`src/rtl/sa3_pkg.sv`:
```
// Shared constants and state encoding for the 3x3 systolic-array tile sequencer.
package sa3_pkg;

  localparam int DW  = 8;
  localparam int N_B = 9;
  localparam int N_A = 16;
  localparam int N_C = 4;

  typedef enum logic [2:0] {
    ST_IDLE   = 3'd0,
    ST_LOAD_B = 3'd1,
    ST_LOAD_A = 3'd2,
    ST_RUN    = 3'd3,
    ST_DRAIN  = 3'd4
  } sa3_state_e;

  // Bit offset of operand byte idx inside a flattened, byte-packed operand bus.
  function automatic logic [6:0] byte_lsb(input logic [3:0] idx);
    return {idx, 3'b000};
  endfunction

endpackage

```
`src/rtl/sa3_result_serializer.sv`:
```
// Holds the four 2x2 result bytes and drains them over a valid/ready byte port,
// flagging the final (c22) byte with out_last.
module sa3_result_serializer
  import sa3_pkg::*;
(
  input  logic          clk,
  input  logic          rst,
  input  logic          load,
  input  logic [DW-1:0] c11,
  input  logic [DW-1:0] c12,
  input  logic [DW-1:0] c21,
  input  logic [DW-1:0] c22,
  input  logic          out_ready,
  output logic          out_valid,
  output logic [DW-1:0] out_data,
  output logic          out_last,
  output logic          last_xfer
);

  logic [DW-1:0] res_r [N_C];
  logic [1:0]    idx_r;
  logic          valid_r;
  logic          last_r;
  logic [DW-1:0] data_r;
  logic [1:0]    idx_nxt_s;

  // Index of the byte presented after the current one is accepted.
  always_comb begin
    idx_nxt_s = idx_r + 2'd1;
  end

  // Capture results on load, then step one byte per accepted transfer.
  always_ff @(posedge clk) begin
    if (rst) begin
      for (int i = 0; i < N_C; i++) begin
        res_r[i] <= '0;
      end
      idx_r   <= 2'd0;
      valid_r <= 1'b0;
      last_r  <= 1'b0;
      data_r  <= '0;
    end else if (load) begin
      res_r[0] <= c11;
      res_r[1] <= c12;
      res_r[2] <= c21;
      res_r[3] <= c22;
      idx_r    <= 2'd0;
      valid_r  <= 1'b1;
      last_r   <= 1'b0;
      data_r   <= c11;
    end else if (valid_r && out_ready) begin
      if (idx_r == 2'(N_C - 1)) begin
        idx_r   <= 2'd0;
        valid_r <= 1'b0;
        last_r  <= 1'b0;
        data_r  <= '0;
      end else begin
        idx_r  <= idx_nxt_s;
        data_r <= res_r[idx_nxt_s];
        last_r <= (idx_nxt_s == 2'(N_C - 1));
      end
    end
  end

  assign out_valid = valid_r;
  assign out_data  = data_r;
  assign out_last  = last_r;
  assign last_xfer = valid_r & out_ready & last_r;

endmodule

```
`src/rtl/sa3_tile_sequencer.sv`:
```
// Host-side sequencer for the 3x3 systolic array: loads 9 filter + 16 tile bytes,
// runs the array until done_sa3, then drains the 2x2 result. Optional RUN watchdog: SA3_TIMEOUT_EN.
module sa3_tile_sequencer
  import sa3_pkg::*;
#(
  parameter int TIMEOUT = 32
) (
  input  logic              clk,
  input  logic              rst,
  input  logic              in_valid,
  input  logic [DW-1:0]     in_data,
  output logic              in_ready,
  output logic [N_A*DW-1:0] a_flat,
  output logic [N_B*DW-1:0] b_flat,
  output logic              active_sa3,
  input  logic              done_sa3,
  input  logic [DW-1:0]     c11,
  input  logic [DW-1:0]     c12,
  input  logic [DW-1:0]     c21,
  input  logic [DW-1:0]     c22,
  output logic              out_valid,
  output logic [DW-1:0]     out_data,
  output logic              out_last,
  input  logic              out_ready,
  output logic              busy,
  output logic              err
);

  sa3_state_e        state_r;
  logic [3:0]        cnt_r;
  logic [N_A*DW-1:0] a_r;
  logic [N_B*DW-1:0] b_r;
  logic              in_ready_r;
  logic              active_r;
  logic              busy_r;
  logic              accept_s;
  logic              done_run_s;
  logic              last_xfer_s;

`ifdef SA3_TIMEOUT_EN
  localparam int RUN_CW = $clog2(TIMEOUT);
  logic [RUN_CW-1:0] run_cnt_r;
  logic              err_r;
`endif

  // Byte handshake and the only done_sa3 sample that matters (RUN state).
  always_comb begin
    accept_s   = in_valid & in_ready_r;
    done_run_s = (state_r == ST_RUN) & done_sa3;
  end

  // Sequencer FSM: operand capture, array run request and drain hand-off.
  always_ff @(posedge clk) begin
    if (rst) begin
      state_r    <= ST_IDLE;
      cnt_r      <= 4'd0;
      a_r        <= '0;
      b_r        <= '0;
      in_ready_r <= 1'b0;
      active_r   <= 1'b0;
      busy_r     <= 1'b0;
`ifdef SA3_TIMEOUT_EN
      run_cnt_r  <= '0;
      err_r      <= 1'b0;
`endif
    end else begin
      case (state_r)
        ST_IDLE: begin
          state_r    <= ST_LOAD_B;
          cnt_r      <= 4'd0;
          in_ready_r <= 1'b1;
          busy_r     <= 1'b1;
        end
        ST_LOAD_B: begin
          if (accept_s) begin
            b_r[byte_lsb(cnt_r) +: DW] <= in_data;
            if (cnt_r == 4'(N_B - 1)) begin
              state_r <= ST_LOAD_A;
              cnt_r   <= 4'd0;
            end else begin
              cnt_r <= cnt_r + 4'd1;
            end
          end
        end
        ST_LOAD_A: begin
          if (accept_s) begin
            a_r[byte_lsb(cnt_r) +: DW] <= in_data;
            // Last tile byte: stop accepting and raise the run request together.
            if (cnt_r == 4'(N_A - 1)) begin
              state_r    <= ST_RUN;
              cnt_r      <= 4'd0;
              in_ready_r <= 1'b0;
              active_r   <= 1'b1;
`ifdef SA3_TIMEOUT_EN
              run_cnt_r  <= '0;
`endif
            end else begin
              cnt_r <= cnt_r + 4'd1;
            end
          end
        end
        ST_RUN: begin
          if (done_sa3) begin
            state_r  <= ST_DRAIN;
            cnt_r    <= 4'd0;
            active_r <= 1'b0;
          end
`ifdef SA3_TIMEOUT_EN
          else if (run_cnt_r == RUN_CW'(TIMEOUT - 1)) begin
            state_r  <= ST_IDLE;
            active_r <= 1'b0;
            busy_r   <= 1'b0;
            err_r    <= 1'b1;
          end else begin
            run_cnt_r <= run_cnt_r + RUN_CW'(1);
          end
`endif
        end
        ST_DRAIN: begin
          if (last_xfer_s) begin
            state_r <= ST_IDLE;
            busy_r  <= 1'b0;
          end
        end
        default: begin
          state_r    <= ST_IDLE;
          cnt_r      <= 4'd0;
          in_ready_r <= 1'b0;
          active_r   <= 1'b0;
          busy_r     <= 1'b0;
        end
      endcase
    end
  end

  sa3_result_serializer u_ser (
    .clk       (clk),
    .rst       (rst),
    .load      (done_run_s),
    .c11       (c11),
    .c12       (c12),
    .c21       (c21),
    .c22       (c22),
    .out_ready (out_ready),
    .out_valid (out_valid),
    .out_data  (out_data),
    .out_last  (out_last),
    .last_xfer (last_xfer_s)
  );

  assign in_ready   = in_ready_r;
  assign a_flat     = a_r;
  assign b_flat     = b_r;
  assign active_sa3 = active_r;
  assign busy       = busy_r;

`ifdef SA3_TIMEOUT_EN
  assign err = err_r;
`else
  assign err = 1'b0;
`endif

endmodule
```
`config.mk`:
```
export PLATFORM = sky130hd
export DESIGN_NAME = sa3_tile_sequencer
export DESIGN_NICKNAME = d
export VERILOG_FILES = /design/src/rtl/sa3_pkg.sv /design/src/rtl/sa3_result_serializer.sv /design/src/rtl/sa3_tile_sequencer.sv
export SDC_FILE = /design/constraint.sdc
export NUM_CORES = 1
export LEC_CHECK = 0
export ABC_AREA = 1
export CAP_MARGIN = 20
export CORE_UTILIZATION = 46
export DETAILED_ROUTE_END_ITERATION = 8
export GPL_ROUTABILITY_DRIVEN = 0
export PLACE_DENSITY_LB_ADDON = 0.05
export SLEW_MARGIN = 10
export SYNTH_ARGS = -nofsm -noshare
export SYNTH_HDL_FRONTEND = slang
export SYNTH_SLANG_ARGS = --single-unit
```
`constraint.sdc`:
```
create_clock -name clk -period 4.9 [get_ports clk]
set_input_delay 0.735 -clock clk [delete_from_list [all_inputs] [get_ports clk]]
set_output_delay 0.735 -clock clk [all_outputs]
set_load 0.03 [all_outputs]
```
== After elaboration in Yosys (flattened, before gate mapping) ==
Memories as Yosys holds them, arrays and structs flattened.
Index checks and enable logic that the tools add are counted.

* Register bits after elaboration: 222
* Bits in latches: 0
* RAM bits: 32
* Bits in read-only memories: 0
* Input bits: 45
* Logic and storage cells: 102
* Memories: 1

{| class="wikitable"
|+ Memories
! name !! words !! bits a word !! rd ports !! clocked after Yosys merged registers in !! wr ports !! RTL line !! source
|-
| u_ser.res_r || 4 || 8 || 1 || 0 || 4 || sa3_result_serializer.sv:20 || <nowiki>logic [DW-1:0] res_r [N_C];</nowiki>
|}

* Add/subtract/negate cells: 3
* Multipliers: 0
* Div/mod/pow operators: 0
* Magnitude comparators: 0
* Equality and inequality tests: 14
* Shifts and indexed selects: 4
* Multiplexer cells: 41
* Bitwise gates (word level): 12
* Reductions and logical operators: 16

{| class="wikitable"
|+ Operators by type and width
! operator !! number
|-
| 128-bit bitwise mux || 1
|-
| 8-bit by 9-bit variable shift with 128-bit output (first input constant) || 1
|-
| 8-bit by 9-bit indexed part select with 128-bit output || 1
|-
| 72-bit bitwise mux || 1
|-
| 8-bit by 9-bit variable shift with 72-bit output (first input constant) || 1
|-
| 8-bit by 9-bit indexed part select with 72-bit output || 1
|-
| 8-bit 2-to-1 mux || 7
|-
| 4-bit 2-to-1 mux || 5
|-
| 3-bit 2-to-1 mux || 6
|-
| 4-bit case mux with 4 select lines || 1
|-
| 1-bit 2-to-1 mux || 15
|-
| 3-bit case mux with 5 select lines || 1
|-
| 2-bit != test (second input constant) || 6
|-
| 7-bit negator with 9-bit output || 1
|-
| 1-bit case mux with 3 select lines || 3
|-
| 3-bit OR reduction || 3
|-
| 4-bit equality test (second input constant) || 2
|-
| 2-bit AND reduction || 4
|-
| 4-bit AND reduction || 2
|-
| 3-bit by 2-bit equality test with 1-bit output (second input constant) || 2
|-
| 6-bit AND reduction || 1
|-
| 4-bit by 1-bit adder with 4-bit output (second input constant) || 1
|-
| 1-bit bitwise AND || 4
|-
| 2-bit equality test (second input constant) || 2
|-
| 11 further kinds || 18
|}

== Longest topological paths before layout ==
Gate-level depths: netlist of run 1.

* Depth after elaboration: 6
* Gate-level depth with buffers: 13
* Depth with buffers taken out: 11

== Hierarchy ==
Synthesis of run 1 repeated with hierarchy kept, for this count alone.

* Cell total of the unflattened synthesis: 1587
* Area, all modules: 11103.1 µm²

{| class="wikitable"
|+ By module, submodules not included
! module !! instances !! cells each !! area each (µm²) !! sequential area each (µm²)
|-
| sa3_tile_sequencer || 1 || 1317 || 8948.6 || 4204.0
|-
| sa3_result_serializer || 1 || 270 || 2154.6 || 1201.2
|}

== Worst setup path before layout of run 1 ==
OpenSTA, ideal clock, no wires.

* Kind: input to register
* Start: input rst
* End: memory u_ser.res_r[0][0], enable pin
* Setup time: 0.492 ns
* Data arrival time: 1.731 ns
* Path slack: 2.677 ns
* Cell stages on the path: 3
* Cells stage by stage: inv_1 -> clkbuf_1 -> nand2_1

{| class="wikitable"
|+ RTL lines
! what !! RTL line !! source
|-
| start, declared || sa3_tile_sequencer.sv:9 || <nowiki>input logic rst,</nowiki>
|-
| end, declared || sa3_result_serializer.sv:20 ||
|}

== Final worst setup path of run 1 ==
* Start: register u_ser.idx_r[0]
* End: register u_ser.data_r[4] (netlist: u_ser.out_data[4])

* Word-level cells in the longest chain between the ends: 5
* Elaborated cells on any way between the ends: 6
* Those cells by class: add/sub: 1; eq/ne: 1; mux: 3; memory: 1

{| class="wikitable"
|+ RTL lines
! what !! RTL line !! source
|-
| start, declared || sa3_result_serializer.sv:21 || <nowiki>logic [1:0] idx_r;</nowiki>
|-
| start signal, assigned || sa3_result_serializer.sv:58 || <nowiki>idx_r <= idx_nxt_s;</nowiki>
|-
| 2-bit by 1-bit adder with 2-bit output || sa3_result_serializer.sv:29 || <nowiki>idx_nxt_s = idx_r + 2'd1;</nowiki>
|-
| memory read 4 x 8 bit || n/a ||
|-
| 8-bit 2-to-1 mux (*) || sa3_result_serializer.sv:52 || <nowiki>if (idx_r == 2'(N_C - 1)) begin</nowiki>
|-
| 8-bit 2-to-1 mux (*) || sa3_result_serializer.sv:51 || <nowiki>end else if (valid_r && out_ready) begin</nowiki>
|-
| 8-bit 2-to-1 mux (*) || sa3_result_serializer.sv:42 || <nowiki>end else if (load) begin</nowiki>
|-
| end signal, assigned || sa3_result_serializer.sv:59 || <nowiki>data_r <= res_r[idx_nxt_s];</nowiki>
|-
| end, declared || sa3_result_serializer.sv:24 || <nowiki>logic [DW-1:0] data_r;</nowiki>
|}

Mark *: on every way between the ends. The rest lies on a longest branch, timed or not. The select of a mux whose other input is x is not followed.
A chain may end at the register's enable or synchronous reset.

==> results.json, run 1 <==
{
  "outcome": "complete, no violations",
  "grt_use_met1": 0.326,
  "clkSinkCount": 254,
  "drcViolationCount": 0,
  "leakage_nw": 6.34,
  "synthMuxAreaShare": 0,
  "ys_types": 36,
  "total_power_mw": 5.19,
  "hold_viol": 0,
  "slew_headroom": 0.437,
  "htreeDepth": 1,
  "p_clk_frac": 0.381,
  "cts_buffers": 28,
  "grt_pass1_wl_mm": 47.7,
  "numPortBuffers": 257,
  "power_frac_seq": 0.429,
  "grt_most_used_layer": "met2",
  "setup_viol": 0,
  "tritoncts": "yes",
  "grt_start_max_net_pins": 128,
  "root_buffer": "clkbuf_16",
  "synthFlopType": "dfxtp_1",
  "clk_path_buf_depth": 3,
  "comb_power_share": 0.190,
  "layout-drive-gt1-share": 0.0623,
  "cts_setup_buffers": 0,
  "wl_mm": 30.7,
  "sw_frac_of_total": 0.310,
  "internal_power_mw": 3.58,
  "arrival_ps": 3510,
  "synth.avg_cell_area_um2": 7.28,
  "power.switching_mw": 1.61,
  "vias": 9994,
  "grtUsageTotal": 0.246,
  "dieArea_um2": 24800,
  "ys_ff_latch": 254,
  "hold_buffers": 0,
  "yosysTopAreaCellShare": 0.400,
  "setup_tns_ps": 0,
  "syn_area_um2": 11100,
  "pwr_density_cell_nw_per_um2": 355,
  "min_path_type": "reg -> reg",
  "ys_seq_area_frac": 0.486,
  "tightest_slew_ps": 842,
  "critical_path_class": "reg -> reg",
  "ys_warn_count": 0,
  "drv_cap": 0,
  "synthCells": 1526,
  "end_kind": "register",
  "layout_common_cells": "nor2_1 (432), nand2_1 (276), clkdlybuf4s50_1 (257)",
  "ant_nets": 0,
  "num-fill-cells": 2181,
  "drtPass1Iterations": 5,
  "start_util": 0.471,
  "syn_nets": 1577,
  "die_w_um": 157,
  "fmax_ghz": 0.322,
  "synth_area_leaders": "dfxtp_1 (40%), nor2_1 (15%), nand2_1 (9.3%)",
  "vias_per_cell": 4.79,
  "clkLatencyLatePin_ps": 540,
  "gr-total-overflow": 0,
  "synthArstFlopShare": 0,
  "path_max_fanout": 20,
  "num_rows": 56,
  "grt_pass1_vias": 8871,
  "final_common_cell": "nor2_1",
  "first_iter_violations": 623,
  "synth_compound_area_frac": 0.0681,
  "fin_crit_sh": 0.634,
  "fp.dieH_um": 157,
  "core_area_um2": 23600,
  "yosysTopAreaCell": "dfxtp_1",
  "vdd_drop_max_mv": 0.279,
  "fin_nets": 1799,
  "maxSlewViolCount": 0,
  "post_cts_resized": 0,
  "met2_usage": 0.399,
  "grt_antenna_before_repair": 0,
  "n_antenna_cell": 0,
  "ios": 259,
  "path_clk_slew_ps": 60,
  "area_growth_pct": 31.6,
  "synth_fa_ha_area_frac": 0.00675,
  "rsz0062_at_grt": "no",
  "post-dp-hpwl_mm": 20.7,
  "synth-simple-area-share": 0.338,
  "use_met3": 0.0608,
  "wl_per_cell_um": 14.7,
  "min_period_ps": 3110,
  "skew_ps": 15.2,
  "cp_data_required_time_ps": 5310,
  "synth_top_family_by_area": "simple AND/OR/NAND/NOR gates",
  "startpoint_type": "register",
  "synth_edf_count": 32,
  "synth_xor_xnor_area_share": 0.000788
}
area by class of cell:
type                            instances  area [µm²]  share of cell area
Sequential cell                       254        5410               0.370
Multi-Input combinational cell       1016        4600               0.315
Timing Repair Buffer                  262        2650               0.181
Clock buffer                           44         832              0.0569
Inverter                              186         707              0.0483
Tap cell                              319         399              0.0273
Clock inverter                          5        27.5             0.00188
per-layer routing:
metal | vias up | wire length (µm)
met1 | 4515 | 13600
met3 | 49 | 2310
met4 | 0 | 702
li1 | 5150 | -
met2 | 280 | 14100
met5 | - | 0
through the flow:
step                 util  setup slack, ps  hold slack [ps]  cell area (µm²)  cells
detailed placement  0.581             1460              439            13700   2035
finish              0.619             1790              443            14600   2086
CTS                 0.617             1810              448            14600   2084
global route        0.619             1440              463            14600   2086
floorplan               -             2680              461            11100   1526
global placement    0.581             1500              435            13700   2035
worst paths after layout:
check / startpoint / end / slack [ps] / cells after the start
setup reg to reg: u_ser.idx_r[0] / u_ser.out_data[4] / 1790 / 8
hold reg to reg: a_flat[74] / a_flat[74] / 440 / 2
hold / removal: a_flat[74] / a_flat[74] / 440 / 2
setup / recovery: u_ser.idx_r[0] / u_ser.out_data[4] / 1790 / 8
power by group through the flow:
stage                     registers (mW)  logic, mW  clock network [mW]
after floorplan                     2.31      0.705                   0
after global placement              2.27      0.972                   0
after detailed placement            2.27      0.978                   0
after CTS                           2.23      0.984                2.01
after global routing                2.24       1.08                2.10
final                               2.23      0.986                1.98
state kept, by name, indices dropped and copies added (netlist names):
name             count
u_ser.idx_r          2
b_flat              72
active_sa3           1
u_ser.out_last       1
in_ready             1
cnt_r                4
u_ser.out_valid      1
u_ser.out_data       8
busy                 1
u_ser.res_r         32
state_r              3
a_flat             128
logic make-up (layout without fill, tap and decap cells):
group           count (synthesis)  after routing
compound gates                150            150
xor+xnor                        1              1
fa+ha+maj                       6              6
buf+inv                       256            497
flops                         254            254
other cells                     1              1
simple gates                  858            858
worst max-delay path, cell delays in order, from the launching register on:
cell,delay [ps]
dfxtp_1,800
clkinv_1,700
ha_1,660
inv_1,240
nand2_1,80
a21oi_1,240
nor3_1,100
nor2_1,110
nor2_1,40
Yosys cell counts, types with 2 or more instances:
master / count
nand2_4: 5
nor2_2: 5
nand4_1: 18
nor2_8: 3
nor2_4: 9
edfxtp_1: 32
buf_4: 7
buf_1: 3
nor3_4: 3
nand2_2: 11
inv_1: 169
nor2_1: 432
inv_2: 13
nand2_1: 276
a21oi_1: 51
buf_2: 13
clkinv_1: 2
dfxtp_1: 222
nand3_2: 6
o21ai_0: 95
nand3_1: 54
ha_1: 6
clkbuf_1: 34
nand3_4: 7
buf_6: 13
nor3_1: 22
and3_1: 6
No activity file was read; power rests on OpenSTA's default activity.
==> run 2: changes to the inputs <==
Settings changed: CORE_UTILIZATION 46 to 45.
Clock period 4.9 ns to 2.6 ns, I/O delays scaled along.
==> run 2 against run 1 <==
  * Critical path depth rose by 4
  * Critical endpoint is now b_flat[50]
  * Utilization fell by 0.90 points
  * Sequential power rose by 87%
  * First-iteration DRC count rose by 25%
  * Die area rose by 2.2%
  * Clock skew barely moved
  * Via count rose by 1.5%
  * Global-route usage fell by 0.34 points
  * Worst setup slack got worse by 1400 ps
  * Routed wire length rose by 2.6%
  * Final cell count rose by 1.3%
  * Sequential cell count did not move
==> results.json, run 2 (synthesized netlist as in run 1, its figures left out) <==
{
  "power_frac_seq": 0.419,
  "largest_reg_flops": 128,
  "die_w_um": 159,
  "gr-total-overflow": 0,
  "clkLatencyLatePin_ps": 530,
  "first_iter_violations": 778,
  "fin_crit_sh": 0.867,
  "fin_nets": 1821,
  "cp_data_required_time_ps": 3060,
  "maxSlewViolCount": 0,
  "area_growth_pct": 33.2,
  "max_stage_delay_ps": 450,
  "vias": 10100,
  "wl_mm": 31.5,
  "comb_power_share": 0.198,
  "post-dp-hpwl_mm": 21.7,
  "skew_ps": 14.9,
  "hold_viol": 0,
  "hold_buffers": 0,
  "ios": 259,
  "fmax_ghz": 0.444,
  "num-fill-cells": 2300,
  "multiInputGateArea_um2": 4600,
  "outcome": "complete, no violations",
  "rsz0062_at_grt": "no",
  "drcViolationCount": 0,
  "path_clk_slew_ps": 70,
  "layout_common_cells": "nor2_1 (432), nand2_1 (276), clkdlybuf4s50_1 (257)",
  "fp.dieH_um": 159,
  "grtUsageTotal": 0.243,
  "arrival_ps": 2710,
  "cts_buffers": 27,
  "p_clk_frac": 0.383,
  "path_max_fanout": 23,
  "setup_tns_ps": 0,
  "layout-drive-gt1-share": 0.0765,
  "n_antenna_cell": 0,
  "leakage_nw": 6.46,
  "clk_path_buf_depth": 3,
  "cts_setup_buffers": 0,
  "cp_slowest_cell": "dfxtp_1",
  "grt_start_max_net_pins": 120,
  "core_area_um2": 24200,
  "pwr_density_cell_nw_per_um2": 673,
  "num_rows": 57,
  "dp_slack_ps": 294,
  "grt_antenna_before_repair": 0,
  "startpoint_type": "register",
  "wl_per_cell_um": 14.9,
  "min_path_type": "reg -> reg",
  "final_common_cell": "nor2_1",
  "setup_viol": 0,
  "internal_power_mw": 6.90,
  "power.switching_mw": 3.06,
  "tightest_slew_ps": 501,
  "slew_headroom": 0.665,
  "sw_frac_of_total": 0.307,
  "start_util": 0.458,
  "clkSinkCount": 254,
  "end_kind": "register",
  "critical_path_class": "reg -> reg",
  "finalWorstSetupSlack_ps": 345,
  "path_cells": "inv_1 -> ha_1 -> inv_1 -> nand2_1 -> nand2_4 -> inv_2 -> nor2_4 -> buf_4 -> nand2_1 -> nor2_1 -> nor2_1 -> nor2_1",
  "root_buffer": "clkbuf_16",
  "post_cts_resized": 0,
  "tritoncts": "yes",
  "vdd_drop_max_mv": 0.413,
  "ff_latch_area_um2": 5410,
  "min_period_ps": 2250,
  "numPortBuffers": 257,
  "drtPass1Iterations": 5,
  "ant_nets": 0,
  "drv_cap": 0,
  "vias_per_cell": 4.80,
  "grt_pass1_wl_mm": 49.5,
  "cpMostUsedCell": "nor2_1",
  "grt_pass1_vias": 9185,
  "dieArea_um2": 25300,
  "htreeDepth": 1
}
run 2: cell types whose count changed in the layout (fill, tap and decap cells not counted), sizes merged:
cell | previous run | this run
bufinv | 0 | 1
clkbuf | 44 | 42
clkinv | 7 | 8
buf | 5 | 28
run 2: layout make-up:
cell class | instances | share of cell area
Timing Repair Buffer | 285 | 0.189
Multi-Input combinational cell | 1016 | 0.311
Clock inverter | 7 | 0.00423
Tap cell | 324 | 0.0274
Clock buffer | 42 | 0.0555
Sequential cell | 254 | 0.365
Inverter | 186 | 0.0478
run 2: worst max-delay path: cells and delay by family (launching register included):
| kind | cells | cell delay, ps |
|---|---|---|
| buffers and inverters | 4 | 480 |
| and+or+nand+nor | 7 | 1010 |
| DFF | 1 | 450 |
| adders and majority gates | 1 | 230 |
run 2: power by group through the flow:
stage	registers, mW	clock network (mW)	logic (mW)
finish	4.18	3.81	1.97
global route	4.19	4.05	2.16
detailed placement	4.26	0	1.96
CTS	4.18	3.89	1.97
floorplan	4.35	0	1.33
global placement	4.26	0	1.96
run 2: path summary, 6_finish.rpt:
kind | startpoint | to | slack [ps] | cells after the start
worst min-delay path | a_flat[72] | a_flat[72] | 460 | 2
worst max register to register | cnt_r[1] | b_flat[50] | 350 | 12
worst min register to register | a_flat[72] | a_flat[72] | 460 | 2
worst max-delay path | cnt_r[1] | b_flat[50] | 350 | 12
run 2: layer usage:
metal,up-vias,share of wire,GRT usage
li1,5189,-,-
met5,-,0,0
met4,0,0.021,0.0625
met3,49,0.080,0.0565
met1,4599,0.45,0.329
met2,309,0.45,0.390
run 2: through the flow:
stage	utilization	power [mW]	area [µm²]	cells	hold slack (ps)
after floorplan	-	5.67	11100	1526	461
after global placement	0.574	6.22	13900	2065	433
after detailed placement	0.574	6.23	13900	2065	451
after CTS	0.610	10.0	14800	2114	457
after global routing	0.610	10.4	14800	2114	490
final	0.610	9.96	14800	2114	457
